$ cat src/rtl/dsd_pkg.sv
// rtl/dsd_pkg.sv - shared types and constants for the adder/display datapath
package dsd_pkg;

  typedef enum logic [1:0] {
    ST_IDLE  = 2'd0,
    ST_SHIFT = 2'd1,
    ST_DONE  = 2'd2
  } conv_state_e;

  localparam int BCD_DIGIT_W = 4;

  // Active-low segments ordered {g,f,e,d,c,b,a}
  localparam logic [6:0] SEG_BLANK = 7'b1111111;

  function automatic logic [6:0] seg7_n(input logic [3:0] digit, input logic blank);
    logic [6:0] seg;
    seg = SEG_BLANK;
    if (!blank) begin
      case (digit)
        4'd0:    seg = 7'b1000000;
        4'd1:    seg = 7'b1111001;
        4'd2:    seg = 7'b0100100;
        4'd3:    seg = 7'b0110000;
        4'd4:    seg = 7'b0011001;
        4'd5:    seg = 7'b0010010;
        4'd6:    seg = 7'b0000010;
        4'd7:    seg = 7'b1111000;
        4'd8:    seg = 7'b0000000;
        4'd9:    seg = 7'b0010000;
        default: seg = SEG_BLANK;
      endcase
    end
    return seg;
  endfunction

endpackage

$ cat src/rtl/bcd_add3.sv
// rtl/bcd_add3.sv - double-dabble digit correction: add 3 when the digit is 5 or more
module bcd_add3
  import dsd_pkg::*;
(
  input  logic [BCD_DIGIT_W-1:0] digit_i,
  output logic [BCD_DIGIT_W-1:0] digit_o
);

  assign digit_o = (digit_i >= BCD_DIGIT_W'(5)) ? digit_i + BCD_DIGIT_W'(3) : digit_i;

endmodule

$ cat src/rtl/bin2bcd_seq.sv
// rtl/bin2bcd_seq.sv - sequential shift-add-3 binary to packed BCD converter with leading-zero flags
module bin2bcd_seq
  import dsd_pkg::*;
#(
  parameter int IN_W   = 5,
  parameter int DIGITS = 2
) (
  input  logic                          clk_i,
  input  logic                          rst_n_i,
  input  logic                          in_valid_i,
  output logic                          in_ready_o,
  input  logic [IN_W-1:0]               bin_i,
  output logic                          out_valid_o,
  input  logic                          out_ready_i,
  output logic [BCD_DIGIT_W*DIGITS-1:0] bcd_o,
  output logic [DIGITS-1:0]             lz_o
);

  localparam int ACC_W = BCD_DIGIT_W * DIGITS;
  localparam int CNT_W = $clog2(IN_W + 1);

  conv_state_e         state_q, state_d;
  logic [IN_W-1:0]     shift_q, shift_d;
  logic [ACC_W-1:0]    acc_q, acc_d;
  logic [CNT_W-1:0]    cnt_q, cnt_d;
  logic [DIGITS-1:0]   lz_q, lz_d;
  logic                out_valid_q, out_valid_d;
  logic [ACC_W-1:0]    adj;
  logic [ACC_W+IN_W-1:0] shifted;

  // lz[i] set when digit i and every digit above it are zero; the ones digit is never blanked
  function automatic logic [DIGITS-1:0] lz_of(input logic [ACC_W-1:0] acc);
    logic [DIGITS-1:0] lz;
    logic              all_zero;
    lz       = '0;
    all_zero = 1'b1;
    for (int i = DIGITS - 1; i >= 1; i--) begin
      all_zero = all_zero & (acc[i*BCD_DIGIT_W +: BCD_DIGIT_W] == '0);
      lz[i]    = all_zero;
    end
    return lz;
  endfunction

  for (genvar g = 0; g < DIGITS; g++) begin : g_add3
    bcd_add3 u_add3 (
      .digit_i(acc_q[g*BCD_DIGIT_W +: BCD_DIGIT_W]),
      .digit_o(adj[g*BCD_DIGIT_W +: BCD_DIGIT_W])
    );
  end

  assign shifted = {adj, shift_q} << 1;

  always_comb begin
    state_d     = state_q;
    shift_d     = shift_q;
    acc_d       = acc_q;
    cnt_d       = cnt_q;
    lz_d        = lz_q;
    out_valid_d = 1'b0;
    case (state_q)
      ST_IDLE: begin
        if (in_valid_i) begin
          shift_d = bin_i;
          acc_d   = '0;
          cnt_d   = CNT_W'(IN_W);
          state_d = ST_SHIFT;
        end
      end
      ST_SHIFT: begin
        acc_d   = shifted[ACC_W+IN_W-1:IN_W];
        shift_d = shifted[IN_W-1:0];
        cnt_d   = cnt_q - CNT_W'(1);
        if (cnt_q == CNT_W'(1)) begin
          state_d = ST_DONE;
          lz_d    = lz_of(shifted[ACC_W+IN_W-1:IN_W]);
        end
      end
      ST_DONE: begin
        if (out_ready_i) begin
          state_d = ST_IDLE;
        end
      end
      default: state_d = ST_IDLE;
    endcase
    out_valid_d = (state_d == ST_DONE);
  end

  always_ff @(posedge clk_i or negedge rst_n_i) begin
    if (!rst_n_i) begin
      state_q     <= ST_IDLE;
      shift_q     <= '0;
      acc_q       <= '0;
      cnt_q       <= '0;
      lz_q        <= lz_of('0);
      out_valid_q <= 1'b0;
    end else begin
      state_q     <= state_d;
      shift_q     <= shift_d;
      acc_q       <= acc_d;
      cnt_q       <= cnt_d;
      lz_q        <= lz_d;
      out_valid_q <= out_valid_d;
    end
  end

  assign in_ready_o  = (state_q == ST_IDLE);
  assign out_valid_o = out_valid_q;
  assign bcd_o       = acc_q;
  assign lz_o        = lz_q;

endmodule

$ cat config.mk
export PLATFORM = sky130hd
export DESIGN_NAME = bin2bcd_seq
export DESIGN_NICKNAME = d
export VERILOG_FILES = /design/src/rtl/dsd_pkg.sv /design/src/rtl/bcd_add3.sv /design/src/rtl/bin2bcd_seq.sv
export SDC_FILE = /design/constraint.sdc
export NUM_CORES = 1
export LEC_CHECK = 0
export ABC_CLOCK_PERIOD_IN_PS = 2200
export CORE_MARGIN = 3
export CORE_UTILIZATION = 30
export DETAILED_ROUTE_END_ITERATION = 8
export HOLD_SLACK_MARGIN = 0.02
export SYNTH_ARGS = -nofsm -noshare
export SYNTH_HDL_FRONTEND = slang
export SYNTH_SLANG_ARGS = --single-unit
$ cat constraint.sdc
create_clock -name clk_i -period 2.2 [get_ports clk_i]
set_input_delay 0.44 -clock clk_i [delete_from_list [all_inputs] [get_ports clk_i]]
set_output_delay 0.44 -clock clk_i [all_outputs]
set_load 0.02 [all_outputs]
Word-level counts from Yosys, hierarchy flattened

Cells that the tools add are included.

Memories kept: 0
Output and inout bits: 12
Bits in read-only memories: 0
Word-level logic and storage cells: 33
Bits of input ports: 9
Bits in registers: 20
Latch bits: 0
RAM bits: 0

Divide/modulo/power cells: 0
Shift operators: 0
Add/subtract/negate cells: 3
Bitwise operators: 0
Reductions and logical operators: 5
$lt $le $gt $ge: 2
Multiplexer cells: 12
$mul: 0
Eq/ne operators: 5

Operators with widths:

| kind                                                               | number |
|---|---|
| one-hot mux 8 bit (2 select lines)                                 | 1 |
| one-hot mux 5 bit (2 select lines)                                 | 1 |
| greater-or-equal comparator 4 x 3 -> 1 bit (second input constant) | 2 |
| two-way mux 8 bit                                                  | 1 |
| two-way mux 2 bit                                                  | 3 |
| two-way mux 3 bit                                                  | 2 |
| one-hot mux 2 bit (3 select lines)                                 | 1 |
| one-hot mux 3 bit (2 select lines)                                 | 1 |
| two-way mux 5 bit                                                  | 1 |
| adder 4 x 2 -> 4 bit (second input constant)                       | 1 |
| equality test 2 bit (second input constant)                        | 2 |
| zero test 4 bit                                                    | 1 |
| two-way mux 4 bit                                                  | 1 |
| AND reduction 2 bit                                                | 2 |
| adder 3 x 2 -> 3 bit (second input constant)                       | 1 |
| equality test 3 x 1 -> 1 bit (second input constant)               | 1 |
| subtractor 3 x 1 -> 3 bit (second input constant)                  | 1 |
| equality test 2 x 1 -> 1 bit (second input constant)               | 1 |
| zero test 2 bit                                                    | 1 |
| != test 2 bit (second input constant)                              | 1 |
| nonzero test 2 bit                                                 | 1 |

Depth between registers and ports, before layout

Gate-level depths: netlist of run 1.

Depth after elaboration: 4
Mapped depth: 6
Mapped depth without buffers: 6

By module

From an unflattened synthesis of run 1, not the netlist that was laid out.

Cell total of the unflattened synthesis: 109
Area, all modules: 1053.5 um^2

Modules (own cells, without submodules):

| module      | sequential area each (um^2) | times used | cells an instance | area an instance (um^2) |
|---|---|---|---|---|
| bin2bcd_seq | 501.7                       | 1          | 77                | 850.8 |
| bcd_add3    | 0.0                         | 2          | 16                | 101.3 |

Worst setup path after synthesis of run 1

OpenSTA, ideal clock, no wires.

Path type: register -> register
Start: register acc_q[4], in the netlist bcd_o[4]
End: register acc_q[6], in the netlist bcd_o[6]
Arrival: 1.483 ns
Period minus slack after synthesis: 1.548 ns
Cell stages (with the launch flop): 7
Path slack: 0.652 ns
Setup time: 0.065 ns
Data required time: 2.135 ns
Cell sequence: dfrtp_1 -> inv_1 -> ha_1 -> nand2b_1 -> a21oi_2 -> mux2i_1 -> a22o_2

Longest elaborated chain between the ends: 3
Elaborated cells on any way between the ends: 4

RTL lines:

| item                                                                               | line              | RTL |
|---|---|---|
| start: declaration                                                                 | bin2bcd_seq.sv:24 | `logic [ACC_W-1:0] acc_q, acc_d;` |
| start signal: assignment                                                           | bin2bcd_seq.sv:92 | `acc_q <= '0;` |
| start signal: assignment                                                           | bin2bcd_seq.sv:99 | `acc_q <= acc_d;` |
| greater-or-equal comparator 4 x 3 -> 1 bit or adder 3 x 2 -> 3 bit (tied branches) | bcd_add3.sv:9     | `assign digit_o = (digit_i >= BCD_DIGIT_W'(5)) ? digit_i + BCD_DIGIT_W'(3) : digit_i;` |
| two-way mux 3 bit (*)                                                              | bcd_add3.sv:9     |  |
| one-hot mux 8 bit (2 select lines) (*)                                             | bin2bcd_seq.sv:60 | `case (state_q)` |

Mark *: on every way between the ends. The rest lies on a longest branch, timed or not.
A chain may end at the register's enable or synchronous reset.

Worst setup path in the final report of run 1

Start: register state_q[0]
End: output in_ready_o

Longest elaborated chain between the ends: 1

RTL lines:

| item                     | line               | RTL |
|---|---|---|
| start: declaration       | bin2bcd_seq.sv:22  | `conv_state_e state_q, state_d;` |
| start signal: assignment | bin2bcd_seq.sv:97  | `state_q <= state_d;` |
| zero test 2 bit          | bin2bcd_seq.sv:106 | `assign in_ready_o = (state_q == ST_IDLE);` |
| end: declaration         | bin2bcd_seq.sv:11  | `output logic in_ready_o,` |

Every way passes these cells.

==> results_dict.tcl, run 1 <==
set metrics [dict create \
    status "finished clean" \
    cpMaxStageDelayCell "clkdlybuf4s50_1" \
    grt_max_degree 21 \
    antenna_found_initial 0 \
    cellPowerDensity_mw_per_mm2 1400 \
    critPathMaxFanout 2 \
    cts_buffers 3 \
    synth-simple-area-share_pct 14.6 \
    first_iter_violations 51 \
    cts_hold_buf 0 \
    wl_per_cell_um 12.0 \
    use_met3_pct 2.21 \
    num_antenna_cells 0 \
    grt_setup_unrepaired "false" \
    critPathCaptureType "output pin" \
    synthCells 113 \
    fin_setup_tns_ps 0 \
    grt_pass1_wl_mm 3.76 \
    dp_hpwl_mm 1.64 \
    dpl_cell_area_mm2 0.00133 \
    synthAdderAreaFrac_pct 6.96 \
    cts.sinks 20 \
    period_needed_ps 1870 \
    drtAntennaViolNets 0 \
    fin_nets 151 \
    hold_path_class "in2async" \
    postCtsSetupBuffers 0 \
    ys_warn_count 0 \
    drc 0 \
    drt_wl_total_mm 2.18 \
    cts-root-buf "clkbuf_4" \
    grt_pass1_vias 805 \
    dr.pass1.iters 4 \
    synth_top_family_by_area "compound AO/OA/AOI/OAI gates" \
    vias 861 \
    synth_compound_area_share_pct 23.3 \
    grt_busiest_layer "met2" \
    yosys.cell_types.count 27 \
    fmax_mhz 535 \
    area_delta_synth_final_pct 26.8 \
    drive_gt1_share_pct 8.89 \
    p_leak_nw 0.591 \
    tightestPinTransition_ps 573 \
    ys_ff_latch 20 \
    initial_core_util_pct 31.8 \
    crit_path_max_incr_delay_ps 620 \
    cts_tree "built" \
    syn_nets 128 \
    clk_path_buf_depth 2 \
    final_area_mm2 0.00137 \
    ys_seq_area_share_pct 46.5 \
    cts.htree.levels 1 \
    grtUsageMet1_pct 14.2 \
    final-hold-violation-count 0 \
    die_w_um 66.0 \
    vias_per_cell 4.76 \
    path_class "reg2out" \
    critPathRequiredTime_ps 1760 \
    die_height_um 66.0 \
    io_pins 21 \
    cp_cell_sequence "nor2_1 > clkdlybuf4s50_1" \
    final_cell_mix "19 x dfrtp_1, 19 x clkdlybuf4s50_1, 17 x o21ai_0, 11 x nand2_1" \
    fp.coreArea_mm2 0.00339 \
    die_area_mm2 0.00435 \
    grt.total_usage_pct 11.1 \
    synth_xor_area_share_pct 1.62 \
    max-slew-margin-rel_pct 61.7 \
    portBuffers 19 \
    grtUsageMet2_pct 18.0 \
    nFillCells 336 \
    final_max_slew_viol_count 0 \
    grt_overflow 0 \
    muxShareOfSynthArea_pct 1.86 \
    insertion_delay_ps 290 \
    max-vdd-ir-drop_uv 248 \
    cts_resized 0 \
    startpoint_type "flop" \
    synthesis.area_mm2 0.00108 \
    max-cap-violations 0 \
    clkTransAtPathRegs_ps 110 \
    gp_congestion 0.804 \
    cp_data_arrival_time_ps 1430 \
    setup_viol 0 \
    synth_area_per_cell_um2 9.54 \
    rows 21 \
    skew_ps 1.48 \
    period_share_pct 85.0 \
]
## flip-flops by register name, indices dropped and copies added (netlist names)
signal / count
bcd_o: 8
shift_q: 5
cnt_q: 3
state_q: 2
lz_o: 1
out_valid_o: 1
## synth_stat cells
master     number  area, um^2
nor2b_1         7        43.8
nand2b_1        6        37.5
o21bai_1        1        7.51
nand3b_1        1        7.51
ha_1            6        75.1
dfrtp_1        19         475
inv_1           7        26.3
a21oi_1         7        35.0
o21ai_1         1        5.00
dfstp_2         1        26.3
clkbuf_1        2        7.51
o21ai_0        17        85.1
a22oi_1         5        37.5
nand3_1         1        5.00
xnor2_1         2        17.5
o31ai_2         1        12.5
nor2_1          3        11.3
a21oi_2         1        8.76
buf_4           1        7.51
a22o_1          5        43.8
a22o_2          1        10.0
nand4bb_1       1        11.3
a31oi_1         1        6.26
buf_2           2        10.0
mux2i_1         2        20.0
conb_1          1        3.75
nand2_1        11        41.3
## cells by family (layout without fill, tap and decap cells)
group                      count (synthesis)  count (layout)
AOI/OAI and AO/OA                         40              40
other                                      1               1
adders and majority gates                  6               6
buffers and inverters                     12              34
and+or+nand+nor                           30              30
DFF                                       20              20
xor gates and xnor gates                   2               2
muxes                                      2               2
## per-layer routing
metal,vias to the layer above,wire [um]
li1,436,-
met1,407,1000
met2,18,1110
met3,0,67
met4,0,0
met5,-,0
## through the flow
| step | worst slack [ps] | utilization [%] | cells | hold slack [ps] | total power (W) |
|---|---|---|---|---|---|
| final | 330 | 40.3 | 181 | 482 | 0.00192 |
| after floorplan | 652 | - | 113 | 144 | 0.00136 |
| after CTS | 304 | 40.3 | 181 | 481 | 0.00194 |
| after global placement | 529 | 39.3 | 177 | 465 | 0.00170 |
| after global routing | 241 | 40.3 | 181 | 472 | 0.00210 |
| after detailed placement | 437 | 39.3 | 177 | 473 | 0.00173 |
## worst max-delay path, delay by kind of cell, from the launching register on
family / cells / cell delay (ps)
buffers and inverters: 1 / 620
DFF: 1 / 390
and+or+nand+nor: 1 / 130
## final cells by class
type                       count  area [um^2]  share of cell area, %
clock buffer                   4         36.3                   2.65
inverter                       7         26.3                   1.92
multi-input combinational     81          526                   38.4
sequential                    20          502                   36.7
tap                           46         57.6                   4.21
timing repair buffer          23          220                   16.1
## path summary, 6_finish.rpt
path                                            from  cells past startpoint  slack, ps                    to
max in group asynchronous                    rst_n_i                      2       1450   lz_o[1]$_DFFE_PN1P_
worst max-delay path            state_q[0]$_DFF_PN0_                      2        330            in_ready_o
min in group clk_i               lz_o[1]$_DFFE_PN1P_                      2        490   lz_o[1]$_DFFE_PN1P_
worst min-delay path                         rst_n_i                      2        480  bcd_o[4]$_DFFE_PN0P_
worst min register to register   lz_o[1]$_DFFE_PN1P_                      2        490   lz_o[1]$_DFFE_PN1P_
worst max register to register  bcd_o[4]$_DFFE_PN0P_                      6        540  bcd_o[6]$_DFFE_PN0P_
## report_power, final
| part | internal (W) | switching, W |
|---|---|---|
| clock network | 0.000101 | 0.000109 |
| registers | 0.000527 | 0.000142 |
| logic | 0.000488 | 0.000550 |
Note: power is estimated with default switching activity, not from simulation.
==> inputs of run 2 (changes only) <==
--- a/config.mk
+++ b/config.mk
@@ -5,7 +5,7 @@
 export SDC_FILE = /design/constraint.sdc
 export NUM_CORES = 1
 export LEC_CHECK = 0
-export ABC_CLOCK_PERIOD_IN_PS = 2200
+export ABC_CLOCK_PERIOD_IN_PS = 1800
 export CORE_MARGIN = 3
 export CORE_UTILIZATION = 30
 export DETAILED_ROUTE_END_ITERATION = 8
==> constraint.sdc (replaced) <==
create_clock -name clk_i -period 1.8 [get_ports clk_i]
set_input_delay 0.36 -clock clk_i [delete_from_list [all_inputs] [get_ports clk_i]]
set_output_delay 0.36 -clock clk_i [all_outputs]
set_load 0.02 [all_outputs]
==> run 2 against run 1 <==
Compared with the run above: die area did not move; critical path depth decreased by 1; combinational power is 25% higher; largest power group unchanged.
==> results_dict.tcl, run 2 (synthesis results as in run 1) <==
set metrics [dict create \
    status "finished clean" \
    first_iter_violations 59 \
    fin_nets 153 \
    grt_pass1_vias 840 \
    gp_congestion 0.753 \
    dr.pass1.iters 4 \
    cp_data_arrival_time_ps 1370 \
    cts_resized 1 \
    path_class "reg2out" \
    final_cell_mix "18 x dfrtp_1, 17 x o21ai_0, 14 x clkdlybuf4s50_1, 11 x nand2_1" \
    drc 0 \
    cp_cell_sequence "clkdlybuf4s50_1" \
    grt_setup_unrepaired "false" \
    crit_family "buffers and inverters" \
    num_antenna_cells 0 \
    vias_per_cell 4.89 \
    drt_wl_total_mm 2.21 \
    rows 21 \
    critPathMaxFanout 6 \
    cpMaxStageDelayCell "clkdlybuf4s50_1" \
    fp.coreArea_mm2 0.00339 \
    final_common_cell "dfrtp_1" \
    grt_pass1_wl_mm 3.90 \
    clkTransAtPathRegs_ps 110 \
    fmax_mhz 579 \
    dp_hpwl_mm 1.67 \
    cts-root-buf "clkbuf_4" \
    p_leak_nw 0.662 \
    area_delta_synth_final_pct 30.3 \
    cellPowerDensity_mw_per_mm2 1690 \
    setup_viol 0 \
    drive_gt1_share_pct 10.9 \
    cts_tree "built" \
    skew_ps 1.49 \
    crit_path_max_incr_delay_ps 630 \
    antenna_found_initial 0 \
    die_area_mm2 0.00435 \
    initial_core_util_pct 31.8 \
    grt_max_degree 21 \
    cts.sinks 20 \
    grt.total_usage_pct 11.3 \
    hold_path_class "in2async" \
    wl_per_cell_um 12.0 \
    final_util_pct 41.5 \
    final_area_mm2 0.00141 \
    cts.htree.levels 1 \
    grt_overflow 0 \
    postCtsSetupBuffers 0 \
    insertion_delay_ps 290 \
    vias 895 \
    drtAntennaViolNets 0 \
    nFillCells 322 \
    worstRegToRegCells 6 \
    max-cap-violations 0 \
    period_needed_ps 1730 \
    portBuffers 19 \
    cts_hold_buf 0 \
    die_height_um 66.0 \
    period_share_pct 96.0 \
    die_w_um 66.0 \
    design_power_total_w 0.00237 \
    io_pins 21 \
    path_buf_inv 1 \
    cts_buffers 3 \
    critPathRequiredTime_ps 1440 \
    largest_register_ffs 8 \
    startpoint_type "flop" \
    fin_setup_tns_ps 0 \
    clk_path_buf_depth 2 \
    critPathCaptureType "output pin" \
    dpl_cell_area_mm2 0.00136 \
    max-vdd-ir-drop_uv 380 \
    final-hold-violation-count 0 \
    final_max_slew_viol_count 0 \
    crit_cells 1 \
]
## run 2: changes by cell type in the layout (fill, tap and decap cells not counted)
cell and delta:
clkdlybuf4s50_1 -5, dlymetal6s2s_1 +4, buf_12 +1, buf_4 +1, dfrtp_1 -1, dfrtp_2 +1, dlygate4sd2_1 +1
## run 2: per-stage QoR
step                hold slack, ps  instances  worst slack [ps]
global placement               464        179               201
detailed placement             479        179               169
floorplan                     64.4        113               252
global route                   384        183             0.437
finish                         402        183              72.1
CTS                            404        183            0.0292
## run 2: per-layer routing
layer  part of all wire, %  routed length [um]  vias up  track usage (%)
li1                      -                   -      442                -
met1                    44                 971      435             14.7
met2                    51                1120       16             18.6
met3                   3.9                  86        2             2.38
met4                   1.0                  23        0             3.81
met5                     0                   0        -                0
## run 2: final cells by class
type	instances	area, um^2	area share [%]
clock buffers	4	36.3	2.58
flip-flops and latches	20	503	35.8
repair buffers	25	256	18.3
multi-input cells	81	526	37.4
inverters	7	26.3	1.87
well taps	46	57.6	4.10
## run 2: worst paths after layout
check,start,to,slack (ps)
max,bcd_o[3]$_DFFE_PN0P_,bcd_o[3],70
min,rst_n_i,bcd_o[4]$_DFFE_PN0P_,400
max reg2reg,bcd_o[4]$_DFFE_PN0P_,bcd_o[6]$_DFFE_PN0P_,170
min reg2reg,lz_o[1]$_DFFE_PN1P_,lz_o[1]$_DFFE_PN1P_,490
max in group asynchronous,rst_n_i,lz_o[1]$_DFFE_PN1P_,1190
min in group clk_i,lz_o[1]$_DFFE_PN1P_,lz_o[1]$_DFFE_PN1P_,490
## run 2: report_power, final
group	switching (W)	internal (W)
Clock	0.000134	0.000123
Sequential	0.000168	0.000646
Combinational	0.000686	0.000616
Total	0.000988	0.00138
==> inputs of run 3 (changes only) <==
--- a/config.mk
+++ b/config.mk
@@ -6,9 +6,9 @@
 export NUM_CORES = 1
 export LEC_CHECK = 0
 export ABC_CLOCK_PERIOD_IN_PS = 1800
-export CORE_MARGIN = 3
 export CORE_UTILIZATION = 30
 export DETAILED_ROUTE_END_ITERATION = 8
+export GPL_TIMING_DRIVEN = 0
 export HOLD_SLACK_MARGIN = 0.02
 export SYNTH_ARGS = -nofsm -noshare
 export SYNTH_HDL_FRONTEND = slang
==> run 3 against run 2 <==
Compared with the run above: first-iteration DRC count rose by 1.7%; clock power down 15%; global-route usage increased by 1.7 points; register-to-register slack got worse by 20 ps; worst hold slack gained 92 ps; non-clock buffer count decreased by 2; critical path depth up 2; routed wire length decreased by 0.27%; clock skew grew 6.2 ps; critical endpoint is now in_ready_o; largest cell class unchanged; highest routed layer unchanged.
==> results_dict.tcl, run 3 (synthesis results as in run 1) <==
set metrics [dict create \
    clkTransAtPathRegs_ps 100 \
    fin_nets 151 \
    grtUsageMet1_pct 16.4 \
    largest_register_ffs 8 \
    whs_path_depth 2 \
    dp_hpwl_mm 1.63 \
    grt_max_degree 21 \
    drtAntennaViolNets 0 \
    drt_wl_total_mm 2.20 \
    vias_per_cell 4.93 \
    regArea_um2 502 \
    cellPowerDensity_mw_per_mm2 1660 \
    ff2ff_setup_slack_ps 150 \
    cp_cell_sequence "buf_2 > nor2_1 > clkdlybuf4s15_1" \
    die_w_um 62.0 \
    period_needed_ps 1700 \
    whs_endpoint "cnt_q[1]$_DFFE_PN0P_" \
    startpoint_type "flop" \
    worstRegToRegCells 6 \
    first_iter_violations 60 \
    multi_input_area_um2 526 \
    gp_congestion 0.788 \
    period_share_pct 94.5 \
    cts_buffers 3 \
    dr.pass1.iters 4 \
    nFillCells 342 \
    crit_path_max_incr_delay_ps 440 \
    use_met3_pct 2.07 \
    portBuffers 19 \
    io_pins 21 \
    grt_setup_unrepaired "false" \
    setup_viol 0 \
    final_util_pct 40.1 \
    critPathCaptureType "output pin" \
    grt_busiest_layer "met2" \
    worstReg2RegEnd "bcd_o[6]$_DFFE_PN0P_" \
    path_class "reg2out" \
    p_leak_nw 0.662 \
    rows 21 \
    initial_core_util_pct 31.8 \
    wl_per_cell_um 12.1 \
    postCtsSetupBuffers 0 \
    critPathRequiredTime_ps 1440 \
    max-cap-violations 0 \
    skew_ps 7.73 \
    drc 0 \
    grt.total_usage_pct 13.0 \
    cts.htree.levels 1 \
    area_delta_synth_final_pct 26.0 \
    clk_path_buf_depth 2 \
    final_max_slew_viol_count 0 \
    fp.coreArea_mm2 0.00339 \
    cpMaxStageDelayCell "dfrtp_1" \
    die_area_mm2 0.00384 \
    hold_path.startpoint "cnt_q[1]$_DFFE_PN0P_" \
    tightestPinTransition_ps 874 \
    final-hold-violation-count 0 \
    vias 893 \
    grtUsageMet2_pct 21.1 \
    grt_overflow 0 \
    grt_pass1_wl_mm 3.63 \
    cts-root-buf "clkbuf_4" \
    design_power_total_w 0.00226 \
    insertion_delay_ps 300 \
    die_height_um 62.0 \
    final_cell_mix "19 x dfrtp_1, 17 x o21ai_0, 11 x nand2_1, 11 x clkdlybuf4s50_1" \
    drive_gt1_share_pct 7.41 \
    cts.sinks 20 \
    cp_data_arrival_time_ps 1340 \
    fmax_mhz 588 \
    fin_setup_tns_ps 0 \
    critPathMaxFanout 10 \
    final_common_cell "dfrtp_1" \
    antenna_found_initial 0 \
    num_antenna_cells 0 \
    max-vdd-ir-drop_uv 427 \
    cts_tree "built" \
    grt_pass1_vias 813 \
    status "finished clean" \
    hold_path_class "reg2reg" \
    max-slew-margin-rel_pct 41.6 \
    cts_hold_buf 0 \
    r2r-start "bcd_o[4]$_DFFE_PN0P_" \
]
==> run 3: cell type report <==
| class | instances | area share [%] |
|---|---|---|
| Multi-Input combinational cell | 81 | 38.7 |
| Sequential cell | 20 | 36.9 |
| Timing Repair Buffer | 19 | 14.7 |
| Buffer | 4 | 1.57 |
| Inverter | 7 | 1.93 |
| Clock buffer | 4 | 1.93 |
| Tap cell | 46 | 4.24 |
==> run 3: critical path: cells and delay by family (launching register included) <==
family	cells	cell delay [ps]
flops	1	440
simple gates	1	100
buf+inv	2	510
==> run 3: worst max path at each step <==
stage / from / end / slack, ps / depth (start not counted)
floorplan: bcd_o[4]$_DFFE_PN0P_ / bcd_o[6]$_DFFE_PN0P_ / 250 / 6
global placement: state_q[0]$_DFF_PN0_ / in_ready_o / 30 / 3
detailed placement: state_q[0]$_DFF_PN0_ / in_ready_o / 30 / 3
CTS: bcd_o[4]$_DFFE_PN0P_ / bcd_o[4] / 30 / 1
global route: state_q[1]$_DFF_PN0_ / in_ready_o / 20 / 3
finish: state_q[1]$_DFF_PN0_ / in_ready_o / 100 / 3
==> run 3: layer usage <==
metal | vias up | share of wire (%)
met5 | - | 0
met4 | 0 | 2.3
met3 | 6 | 2.7
met2 | 17 | 50
met1 | 434 | 45
li1 | 436 | -
==> run 3: per-stage QoR <==
step           std cells  area, um^2  worst slack [ps]  hold WS, ps
3_5_place_dp         178        1330              32.8          475
2_1_floorplan        113        1080               252         64.4
3_3_place_gp         178        1330              34.7          465
4_1_cts              181        1350              29.6          500
6_report             181        1360              99.6          493
5_1_grt              181        1360              21.3          529
==> run 3: repair_timing <==
item / in CTS / in global routing
endpoints found under the setup margin: 3 / 6
resized for setup: 3 / 6
pin swaps: 0 / 0
==> run 3: report_power, final <==
part / internal (W) / leakage, nW / switching [W]
Clock: 0.0000862 / 0.0150 / 0.000133
Combinational: 0.000549 / 0.395 / 0.000635
Sequential: 0.000644 / 0.252 / 0.000211
